File: config.mk
export PLATFORM = sky130hd
export DESIGN_NAME = apb_master_flat
export DESIGN_NICKNAME = d
export VERILOG_FILES = /design/src/rtl/apb_master_if.sv /design/src/rtl/apb_master.sv /design/src/flat_wrapper.sv
export SDC_FILE = /design/constraint.sdc
export NUM_CORES = 1
export LEC_CHECK = 0
export CAP_MARGIN = 20
export CORE_MARGIN = 2
export CORE_UTILIZATION = 64
export CTS_BUF_LIST = sky130_fd_sc_hd__clkbuf_16
export DETAILED_ROUTE_END_ITERATION = 6
export DONT_BUFFER_PORTS = 1
export GPL_TIMING_DRIVEN = 0
export HOLD_SLACK_MARGIN = 0.1
export MAX_ROUTING_LAYER = met4
export PLACE_DENSITY = 0.9
export SYNTH_ARGS = -nofsm -noshare
export SYNTH_HDL_FRONTEND = slang
export SYNTH_SLANG_ARGS = --single-unit
File: constraint.sdc
create_clock -name pclk -period 4.6 [get_ports pclk]
set_input_delay 0.69 -clock pclk [delete_from_list [all_inputs] [get_ports pclk]]
set_output_delay 0.69 -clock pclk [all_outputs]
set_load 0.01 [all_outputs]
File: src/rtl/apb_master_if.sv
// Command/response and APB bus bundle for apb_master.
// master: the apb_master view; slave: the user + APB slave side.
interface apb_master_if;
   logic       cmd_valid;
   logic       cmd_ready;
   logic       cmd_write;
   logic [3:0] cmd_addr;
   logic [7:0] cmd_wdata;
   logic       rsp_valid;
   logic [7:0] rsp_rdata;
   logic       rsp_err;
   logic       rsp_timeout;
   logic [3:0] paddr;
   logic [7:0] pwdata;
   logic       pwrite;
   logic       psel;
   logic       penable;
   logic [7:0] prdata;
   logic       pready;
   logic       pslverr;

   modport master (
      input  cmd_valid, cmd_write, cmd_addr, cmd_wdata, prdata, pready, pslverr,
      output cmd_ready, rsp_valid, rsp_rdata, rsp_err, rsp_timeout,
             paddr, pwdata, pwrite, psel, penable
   );

   modport slave (
      output cmd_valid, cmd_write, cmd_addr, cmd_wdata, prdata, pready, pslverr,
      input  cmd_ready, rsp_valid, rsp_rdata, rsp_err, rsp_timeout,
             paddr, pwdata, pwrite, psel, penable
   );
endinterface

File: src/rtl/apb_master.sv
// Single-outstanding APB master: command handshake in, one-cycle response pulse out.
// Optional ACCESS-phase watchdog enabled by defining APB_TIMEOUT_EN.
//
// state  | meaning
// IDLE   | no transfer, cmd_ready=1
// SETUP  | psel=1, penable=0, always one cycle
// ACCESS | psel=1, penable=1, waiting for pready (or watchdog)
module apb_master #(
   parameter int unsigned TIMEOUT_CYCLES = 16
) (
   input logic          pclk,
   input logic          presetn,
   apb_master_if.master bus
);

   typedef enum logic [1:0] {IDLE, SETUP, ACCESS} state_t;

   state_t     state, state_nxt;
   logic [3:0] paddr_q;
   logic [7:0] pwdata_q;
   logic       pwrite_q;
   logic       rsp_valid_q;
   logic [7:0] rsp_rdata_q;
   logic       rsp_err_q;
   logic       cmd_ready, psel, penable;
   logic       accept, done, timeout_hit;

   if (TIMEOUT_CYCLES < 1 || TIMEOUT_CYCLES > 255) begin : g_bad_timeout
      $error("TIMEOUT_CYCLES must be within 1..255");
   end

   always_comb begin
      state_nxt = state;
      cmd_ready = 1'b0;
      psel      = 1'b0;
      penable   = 1'b0;
      done      = 1'b0;
      case (state)
         IDLE: begin
            cmd_ready = 1'b1;
            if (bus.cmd_valid) state_nxt = SETUP;
         end
         SETUP: begin
            psel      = 1'b1;
            state_nxt = ACCESS;
         end
         ACCESS: begin
            psel    = 1'b1;
            penable = 1'b1;
            if (bus.pready) begin
               cmd_ready = 1'b1;
               done      = 1'b1;
               state_nxt = bus.cmd_valid ? SETUP : IDLE;
            end else if (timeout_hit) begin
               state_nxt = IDLE;
            end
         end
         default: state_nxt = IDLE;
      endcase
   end

   assign accept = bus.cmd_valid & cmd_ready;

   always_ff @(posedge pclk or negedge presetn) begin
      if (!presetn) begin
         state       <= IDLE;
         paddr_q     <= 4'h0;
         pwdata_q    <= 8'h00;
         pwrite_q    <= 1'b0;
         rsp_valid_q <= 1'b0;
         rsp_rdata_q <= 8'h00;
         rsp_err_q   <= 1'b0;
      end else begin
         state       <= state_nxt;
         rsp_valid_q <= done | timeout_hit;
         if (accept) begin
            paddr_q  <= bus.cmd_addr;
            pwdata_q <= bus.cmd_wdata;
            pwrite_q <= bus.cmd_write;
         end
         // Read data is only forwarded for clean reads; writes and errors report zero.
         if (done) begin
            rsp_err_q   <= bus.pslverr;
            rsp_rdata_q <= (!pwrite_q && !bus.pslverr) ? bus.prdata : 8'h00;
         end else if (timeout_hit) begin
            rsp_err_q   <= 1'b1;
            rsp_rdata_q <= 8'h00;
         end
      end
   end

`ifdef APB_TIMEOUT_EN
   logic [7:0] wait_cnt;
   logic       rsp_timeout_q;

   // Counter sits at zero outside ACCESS, so every ACCESS entry starts from a clean count.
   assign timeout_hit = (state == ACCESS) && !bus.pready &&
                        (wait_cnt == 8'(TIMEOUT_CYCLES - 1));

   always_ff @(posedge pclk or negedge presetn) begin
      if (!presetn) begin
         wait_cnt      <= 8'h00;
         rsp_timeout_q <= 1'b0;
      end else begin
         if (state != ACCESS)  wait_cnt <= 8'h00;
         else if (!bus.pready) wait_cnt <= wait_cnt + 8'h01;
         if (done)             rsp_timeout_q <= 1'b0;
         else if (timeout_hit) rsp_timeout_q <= 1'b1;
      end
   end

   assign bus.rsp_timeout = rsp_timeout_q;
`else
   assign timeout_hit     = 1'b0;
   assign bus.rsp_timeout = 1'b0;
`endif

   assign bus.cmd_ready = cmd_ready;
   assign bus.psel      = psel;
   assign bus.penable   = penable;
   assign bus.paddr     = paddr_q;
   assign bus.pwdata    = pwdata_q;
   assign bus.pwrite    = pwrite_q;
   assign bus.rsp_valid = rsp_valid_q;
   assign bus.rsp_rdata = rsp_rdata_q;
   assign bus.rsp_err   = rsp_err_q;

endmodule

File: src/flat_wrapper.sv
// flat-port wrapper written by rule: the top's interface ports become plain ports
module apb_master_flat 
#(
   parameter int unsigned TIMEOUT_CYCLES = 16
)
  (pclk, presetn, bus_cmd_valid, bus_cmd_write, bus_cmd_addr, bus_cmd_wdata, bus_prdata, bus_pready, bus_pslverr, bus_cmd_ready, bus_rsp_valid, bus_rsp_rdata, bus_rsp_err, bus_rsp_timeout, bus_paddr, bus_pwdata, bus_pwrite, bus_psel, bus_penable);
  apb_master_if bus_i ();
  input logic pclk;
  input logic presetn;
  input wire logic [$bits(bus_i.cmd_valid)-1:0] bus_cmd_valid;
  input wire logic [$bits(bus_i.cmd_write)-1:0] bus_cmd_write;
  input wire logic [$bits(bus_i.cmd_addr)-1:0] bus_cmd_addr;
  input wire logic [$bits(bus_i.cmd_wdata)-1:0] bus_cmd_wdata;
  input wire logic [$bits(bus_i.prdata)-1:0] bus_prdata;
  input wire logic [$bits(bus_i.pready)-1:0] bus_pready;
  input wire logic [$bits(bus_i.pslverr)-1:0] bus_pslverr;
  output wire logic [$bits(bus_i.cmd_ready)-1:0] bus_cmd_ready;
  output wire logic [$bits(bus_i.rsp_valid)-1:0] bus_rsp_valid;
  output wire logic [$bits(bus_i.rsp_rdata)-1:0] bus_rsp_rdata;
  output wire logic [$bits(bus_i.rsp_err)-1:0] bus_rsp_err;
  output wire logic [$bits(bus_i.rsp_timeout)-1:0] bus_rsp_timeout;
  output wire logic [$bits(bus_i.paddr)-1:0] bus_paddr;
  output wire logic [$bits(bus_i.pwdata)-1:0] bus_pwdata;
  output wire logic [$bits(bus_i.pwrite)-1:0] bus_pwrite;
  output wire logic [$bits(bus_i.psel)-1:0] bus_psel;
  output wire logic [$bits(bus_i.penable)-1:0] bus_penable;
  assign bus_i.cmd_valid = bus_cmd_valid;
  assign bus_i.cmd_write = bus_cmd_write;
  assign bus_i.cmd_addr = bus_cmd_addr;
  assign bus_i.cmd_wdata = bus_cmd_wdata;
  assign bus_i.prdata = bus_prdata;
  assign bus_i.pready = bus_pready;
  assign bus_i.pslverr = bus_pslverr;
  assign bus_cmd_ready = bus_i.cmd_ready;
  assign bus_rsp_valid = bus_i.rsp_valid;
  assign bus_rsp_rdata = bus_i.rsp_rdata;
  assign bus_rsp_err = bus_i.rsp_err;
  assign bus_rsp_timeout = bus_i.rsp_timeout;
  assign bus_paddr = bus_i.paddr;
  assign bus_pwdata = bus_i.pwdata;
  assign bus_pwrite = bus_i.pwrite;
  assign bus_psel = bus_i.psel;
  assign bus_penable = bus_i.penable;
  apb_master #(.TIMEOUT_CYCLES(TIMEOUT_CYCLES)) u_core (.pclk(pclk), .presetn(presetn), .bus(bus_i));
endmodule
==> results of run 1 <==
-- layout by cell type (no fill, tap or decap) --
| cell type | instances |
|---|---|
| dfrtp_1 | 25 |
| mux2_4 | 10 |
| a22o_1 | 8 |
| mux2_2 | 5 |
| ha_1 | 5 |
| inv_1 | 4 |
| clkbuf_16 | 3 |
| nand2_1 | 1 |
| buf_2 | 1 |
| a31o_4 | 1 |
| nor3_2 | 1 |
| nand2_4 | 1 |
| buf_12 | 1 |
| nor2b_1 | 1 |
| nand2b_1 | 1 |
| o22ai_1 | 1 |
| nor3b_1 | 1 |
| a221o_1 | 1 |
| a21oi_1 | 1 |
| buf_4 | 1 |
| conb_1 | 1 |
| clkinvlp_4 | 1 |
-- final cells by class --
class,instances,area [um^2]
Buffer,3,32.5
Clock buffer,3,75.1
Clock inverter,1,7.51
Fill cell,90,357
Inverter,4,15.0
Multi-Input combinational cell,39,427
Sequential cell,25,626
Tap cell,16,20.0
-- critical path, delay by kind of cell (launching register included) --
| family | cells | cell delay (ns) |
|---|---|---|
| AOI/OAI and AO/OA | 1 | 0.29 |
| adders and majority gates | 1 | 0.29 |
| buffers and inverters | 1 | 0.11 |
| DFF | 1 | 0.41 |
-- logic make-up after synthesis --
logic type	count (synthesis)	synth area share
flops	25	0.569
mux	15	0.188
compound gates	12	0.0990
buf+inv	7	0.0432
simple gates	6	0.0410
fa+ha+maj	5	0.0569
other cells	1	0.00341
-- worst min path at each step --
stage | endpoint | cells past startpoint
after floorplan | u_core.bus.paddr[0] | 0
after global placement | u_core.bus.pwdata[3] | 0
after detailed placement | u_core.bus.pwdata[3] | 0
after CTS | u_core.bus.rsp_rdata[2] | 0
after global routing | u_core.bus.rsp_rdata[2] | 0
final | u_core.bus.pwdata[3] | 0
-- where the power goes --
part	total, mW	switching, mW	internal (mW)
Clock	0.190	0.0726	0.118
Sequential	0.433	0.115	0.317
Combinational	0.262	0.100	0.162
-- flip-flops by register name, summed over array words and instances (netlist names) --
register / cells
u_core.bus.pwrite: 1
u_core.bus.pwdata: 8
u_core.bus.paddr: 4
u_core.bus.rsp_valid: 1
u_core.state: 2
u_core.bus.rsp_err: 1
u_core.bus.rsp_rdata: 8
-- routing by layer --
layer / vias to the layer above / GRT usage
met5: - / -
met4: 0 / 0.106
met3: 5 / 0.0476
met2: 38 / 0.330
met1: 284 / 0.228
li1: 257 / -
==> flow_summary.yaml, run 1 <==
grt:
  grt_use_total: 0.202
  grt_antenna_before_repair: 0
  grt_remaining_overflow: 0
  grt_pass1_vias: 640
  grt_pass1_wl_um: 2820
  grt_max_degree: 26
sta:
  final_hold_viol_count: 0
  layout_min_cycle_time_ns: 2.05
  fin_ws_ns: 2.55
  clock_skew_ns: 0.00127
  setup_viol: 0
  whs_ns: 0.124
  slew_violations: 0
  clock.fmax_ghz: 0.488
  rsz0062_at_grt: "false"
  period_share: 0.446
  finalSetupTns_ns: 0
critical_path:
  startpoint: "u_core.state[0]"
  crit_arrival_ns: 1.36
  worst-path-max-fanout: 4
  crit_path_end_kind: "output port"
  r2r_end: "u_core.bus.paddr[2]"
  crit_path_top_delay_cell: "dfrtp_1"
  path_cells: "inv_1 > ha_1 > a31o_4"
  worstReg2RegStart: "u_core.state[0]"
  cpPeakStageDelay_ns: 0.41
  worstPathRequired_ns: 3.91
  start_kind: "flop"
  endpoint: "bus_cmd_ready"
  r2r_setup_slack_ns: 2.83
  crit_type: "flop to output port"
  r2r.worst_path.cells: 6
placement:
  placed_cells: 87
  preCtsSetupSlack_ns: 2.84
  io_buffers: 0
  placed_area_mm2: 0.00112
  gp_congestion: 0.692
  dpl.hpwl_um: 1400
detailed_routing:
  wire_per_inst_um: 20.3
  vias_per_cell: 6.42
  first_pass_iters: 3
  drt_wl_total_um: 1850
  drc_errors: 0
  dr_total_vias: 584
  wl_met2_um: 932
  drt_iter0_markers: 4
  met1_length_um: 726
  postRouteAntennaNets: 0
  wl_met3_um: 159
  routed.top_layer: "met4"
cts:
  root_buffer: "clkbuf_16"
  clock_sinks: 25
  clock_path_buffers: 2
  cts_tree: "done"
  cts_hold_buffers: 0
  cts_setup_buffers: 0
  clkLatencyLatePin_ns: 0.25
  cts-htree-levels: 1
  cts_buffers: 3
  path_clk_slew_ns: 0.06
  cts-resized-gates: 0
floorplanning:
  start_util: 0.705
  row_count: 14
  die_h_um: 45.5
  die_width_um: 45.5
  core_area_mm2: 0.00156
  dieArea_mm2: 0.00207
  io_pins: 53
layout:
  finalInstanceArea_mm2: 0.00120
  stdcell_count: 91
  utilization: 0.771
  diodes: 0
  area_delta_synth_final_pct: 9.33
  drive_gt1_frac: 0.333
  final_nets: 107
yosys:
  synth.largest_area_cell: "dfrtp_1"
  ys_warn_count: 0
  yosys-top-cells-area: "dfrtp_1, mux2_4, a22o_1"
  ys_seq_area_frac: 0.569
  ys.flop_type: "dfrtp_1"
  synth_nets: 102
  synth-seq-cells: 25
  synthArstFlopShare: 1.00
  yosysMostFrequentCell: "dfrtp_1"
  ys_types: 20
  synth_common_cells: "dfrtp_1, mux2_4, a22o_1, ha_1, mux2_2"
  synth_top_cell_area_share: 0.569
  synth_area_mm2: 0.00110
  synth_edf_count: 0
  syn_avg_cell_area_um2: 15.5
  synthCells: 71
power:
  leakage_nw: 0.597
  powerDensity_mw_per_mm2: 736
  peakVddDrop_v: 0.000392
  power_mw: 0.885
min_path:
  min_path_type: "input pin to asynchronous set/reset pin"
run:
  cap_viol_max_count: 0
outcome:
  run_status: "finished, final reports clean"
(Power assumes the default switching activity.)
==> inputs of run 2 (changes only) <==
--- a/config.mk
+++ b/config.mk
@@ -7,14 +7,14 @@
 export LEC_CHECK = 0
 export CAP_MARGIN = 20
 export CORE_MARGIN = 2
-export CORE_UTILIZATION = 64
+export CORE_UTILIZATION = 60
 export CTS_BUF_LIST = sky130_fd_sc_hd__clkbuf_16
 export DETAILED_ROUTE_END_ITERATION = 6
 export DONT_BUFFER_PORTS = 1
 export GPL_TIMING_DRIVEN = 0
 export HOLD_SLACK_MARGIN = 0.1
 export MAX_ROUTING_LAYER = met4
-export PLACE_DENSITY = 0.9
+export PLACE_DENSITY = 0.86
 export SYNTH_ARGS = -nofsm -noshare
 export SYNTH_HDL_FRONTEND = slang
 export SYNTH_SLANG_ARGS = --single-unit
==> constraint.sdc (replaced) <==
create_clock -name pclk -period 2.13 [get_ports pclk]
set_input_delay 0.3195 -clock pclk [delete_from_list [all_inputs] [get_ports pclk]]
set_output_delay 0.3195 -clock pclk [all_outputs]
set_load 0.01 [all_outputs]
==> run 2 against run 1 <==
Power rose by 110%. Count of clock-buffer cells in the layout did not move. Flip-flop and latch count did not move. Critical endpoint is now u_core.bus.pwdata[6].
==> flow_summary.yaml, run 2 (synthesis results as in run 1) <==
outcome:
  run_status: "finished, final reports clean"
cts:
  cts-htree-levels: 1
  root_buffer: "clkbuf_16"
  cts-resized-gates: 0
  clock_sinks: 25
  cts_buffers: 3
  cts_tree: "done"
  path_clk_slew_ns: 0.06
  clkLatencyLatePin_ns: 0.25
  clock_path_buffers: 2
placement:
  io_buffers: 0
  preCtsSetupSlack_ns: 0.377
  gp_congestion: 0.734
  placed_cells: 96
grt:
  grt_pass1_vias: 566
  grt_use_total: 0.178
  grt_remaining_overflow: 0
  grt_pass1_wl_um: 2640
  grt_max_degree: 26
  grt_antenna_before_repair: 0
detailed_routing:
  drc_errors: 0
  postRouteAntennaNets: 0
  vias_per_cell: 5.42
  first_pass_iters: 4
  drt_iter0_markers: 2
  wire_per_inst_um: 17.4
  dr_total_vias: 553
  drt_wl_total_um: 1770
layout:
  diodes: 0
  final_nets: 109
  area_delta_synth_final_pct: 13.2
  stdcell_count: 102
  drive_gt1_frac: 0.325
  final_cell_mix: "dfrtp_1, mux2_4, a22o_1"
  layout_commonest_cell: "dfrtp_1"
sta:
  finalSetupTns_ns: 0
  clock.fmax_ghz: 0.573
  slew_violations: 0
  period_share: 0.820
  final_hold_viol_count: 0
  fin_ws_ns: 0.383
  clock_skew_ns: 0.00116
  setup_viol: 0
  rsz0062_at_grt: "false"
  layout_min_cycle_time_ns: 1.75
critical_path:
  worst-path-max-fanout: 10
  r2r_setup_slack_ns: 0.38
  crit_arrival_ns: 1.88
  crit_type: "flop to flop"
  r2r.worst_path.cells: 6
  start_kind: "flop"
  worstPathRequired_ns: 2.26
  crit_path_end_kind: "flop"
power:
  leakage_nw: 0.619
  peakVddDrop_v: 0.00110
  powerDensity_mw_per_mm2: 1530
floorplanning:
  row_count: 15
  dieArea_mm2: 0.00219
  die_h_um: 46.8
  start_util: 0.637
  core_area_mm2: 0.00173
  die_width_um: 46.8
  io_pins: 53
min_path:
  min_path_type: "input pin to flop"
  min_path_cells: 1
run:
  cap_viol_max_count: 0
[run 2: cell count changes in the layout (fill, tap and decap cells not counted), sizes merged]
cell / previous run / this run
clkinvlp: 1 / 0
dlygate4sd3: 0 / 1
inv: 4 / 5
clkbuf: 3 / 4
[run 2: per-layer routing]
metal  GRT usage  up-vias  part of all wire
li1            -      261                 -
met1       0.225      268              0.44
met4      0.0611        0            0.0056
met3      0.0462        2             0.068
met5           -        -                 0
met2       0.279       22              0.49
[run 2: final timing paths]
check | startpoint | to
min in group asynchronous | presetn | u_core.bus.rsp_rdata[7]
worst min-delay path | bus_prdata[3] | u_core.bus.rsp_rdata[3]
max in group asynchronous | presetn | u_core.bus.pwdata[6]
worst min register to register | u_core.bus.pwdata[1] | u_core.bus.pwdata[1]
worst max-delay path | u_core.state[0] | u_core.bus.pwdata[6]
worst max register to register | u_core.state[0] | u_core.bus.pwdata[6]
[run 2: critical path: stages, from the launching register on]
cell     delay (ns)
dfrtp_1        0.40
inv_1          0.12
ha_1           0.28
a31o_4         0.28
nand2_4        0.10
buf_12         0.15
mux2_4         0.30
[run 2: power breakdown]
part / switching (mW) / internal, mW
Clock: 0.148 / 0.250
Combinational: 0.218 / 0.355
Sequential: 0.246 / 0.685
Total: 0.612 / 1.29
[run 2: repair_timing]
item,in CTS,in global routing
buffers inserted,0,0
endpoints found under the hold margin,25,0
hold buffers,1,0
[run 2: final cells by class]
class	instances	area, um^2
clock inverter	1	3.75
clock buffer	3	75.1
tap	25	31.3
fill	120	482
timing repair buffer	2	35.0
buffer	3	32.5
multi-input combinational	39	427
inverter	4	15.0
sequential	25	626
[run 2: metrics by stage]
| step | cell area, um^2 | power [mW] | utilization | hold WS [ns] |
|---|---|---|---|---|
| after global placement | 1130 | 1.47 | 0.655 | 0.0243 |
| after detailed placement | 1130 | 1.50 | 0.655 | 0.0242 |
| after CTS | 1220 | 1.91 | 0.707 | 0.196 |
| final | 1240 | 1.90 | 0.721 | 0.197 |
| after floorplan | 1100 | 1.40 | - | 0.0239 |
| after global routing | 1240 | 2.01 | 0.721 | 0.190 |
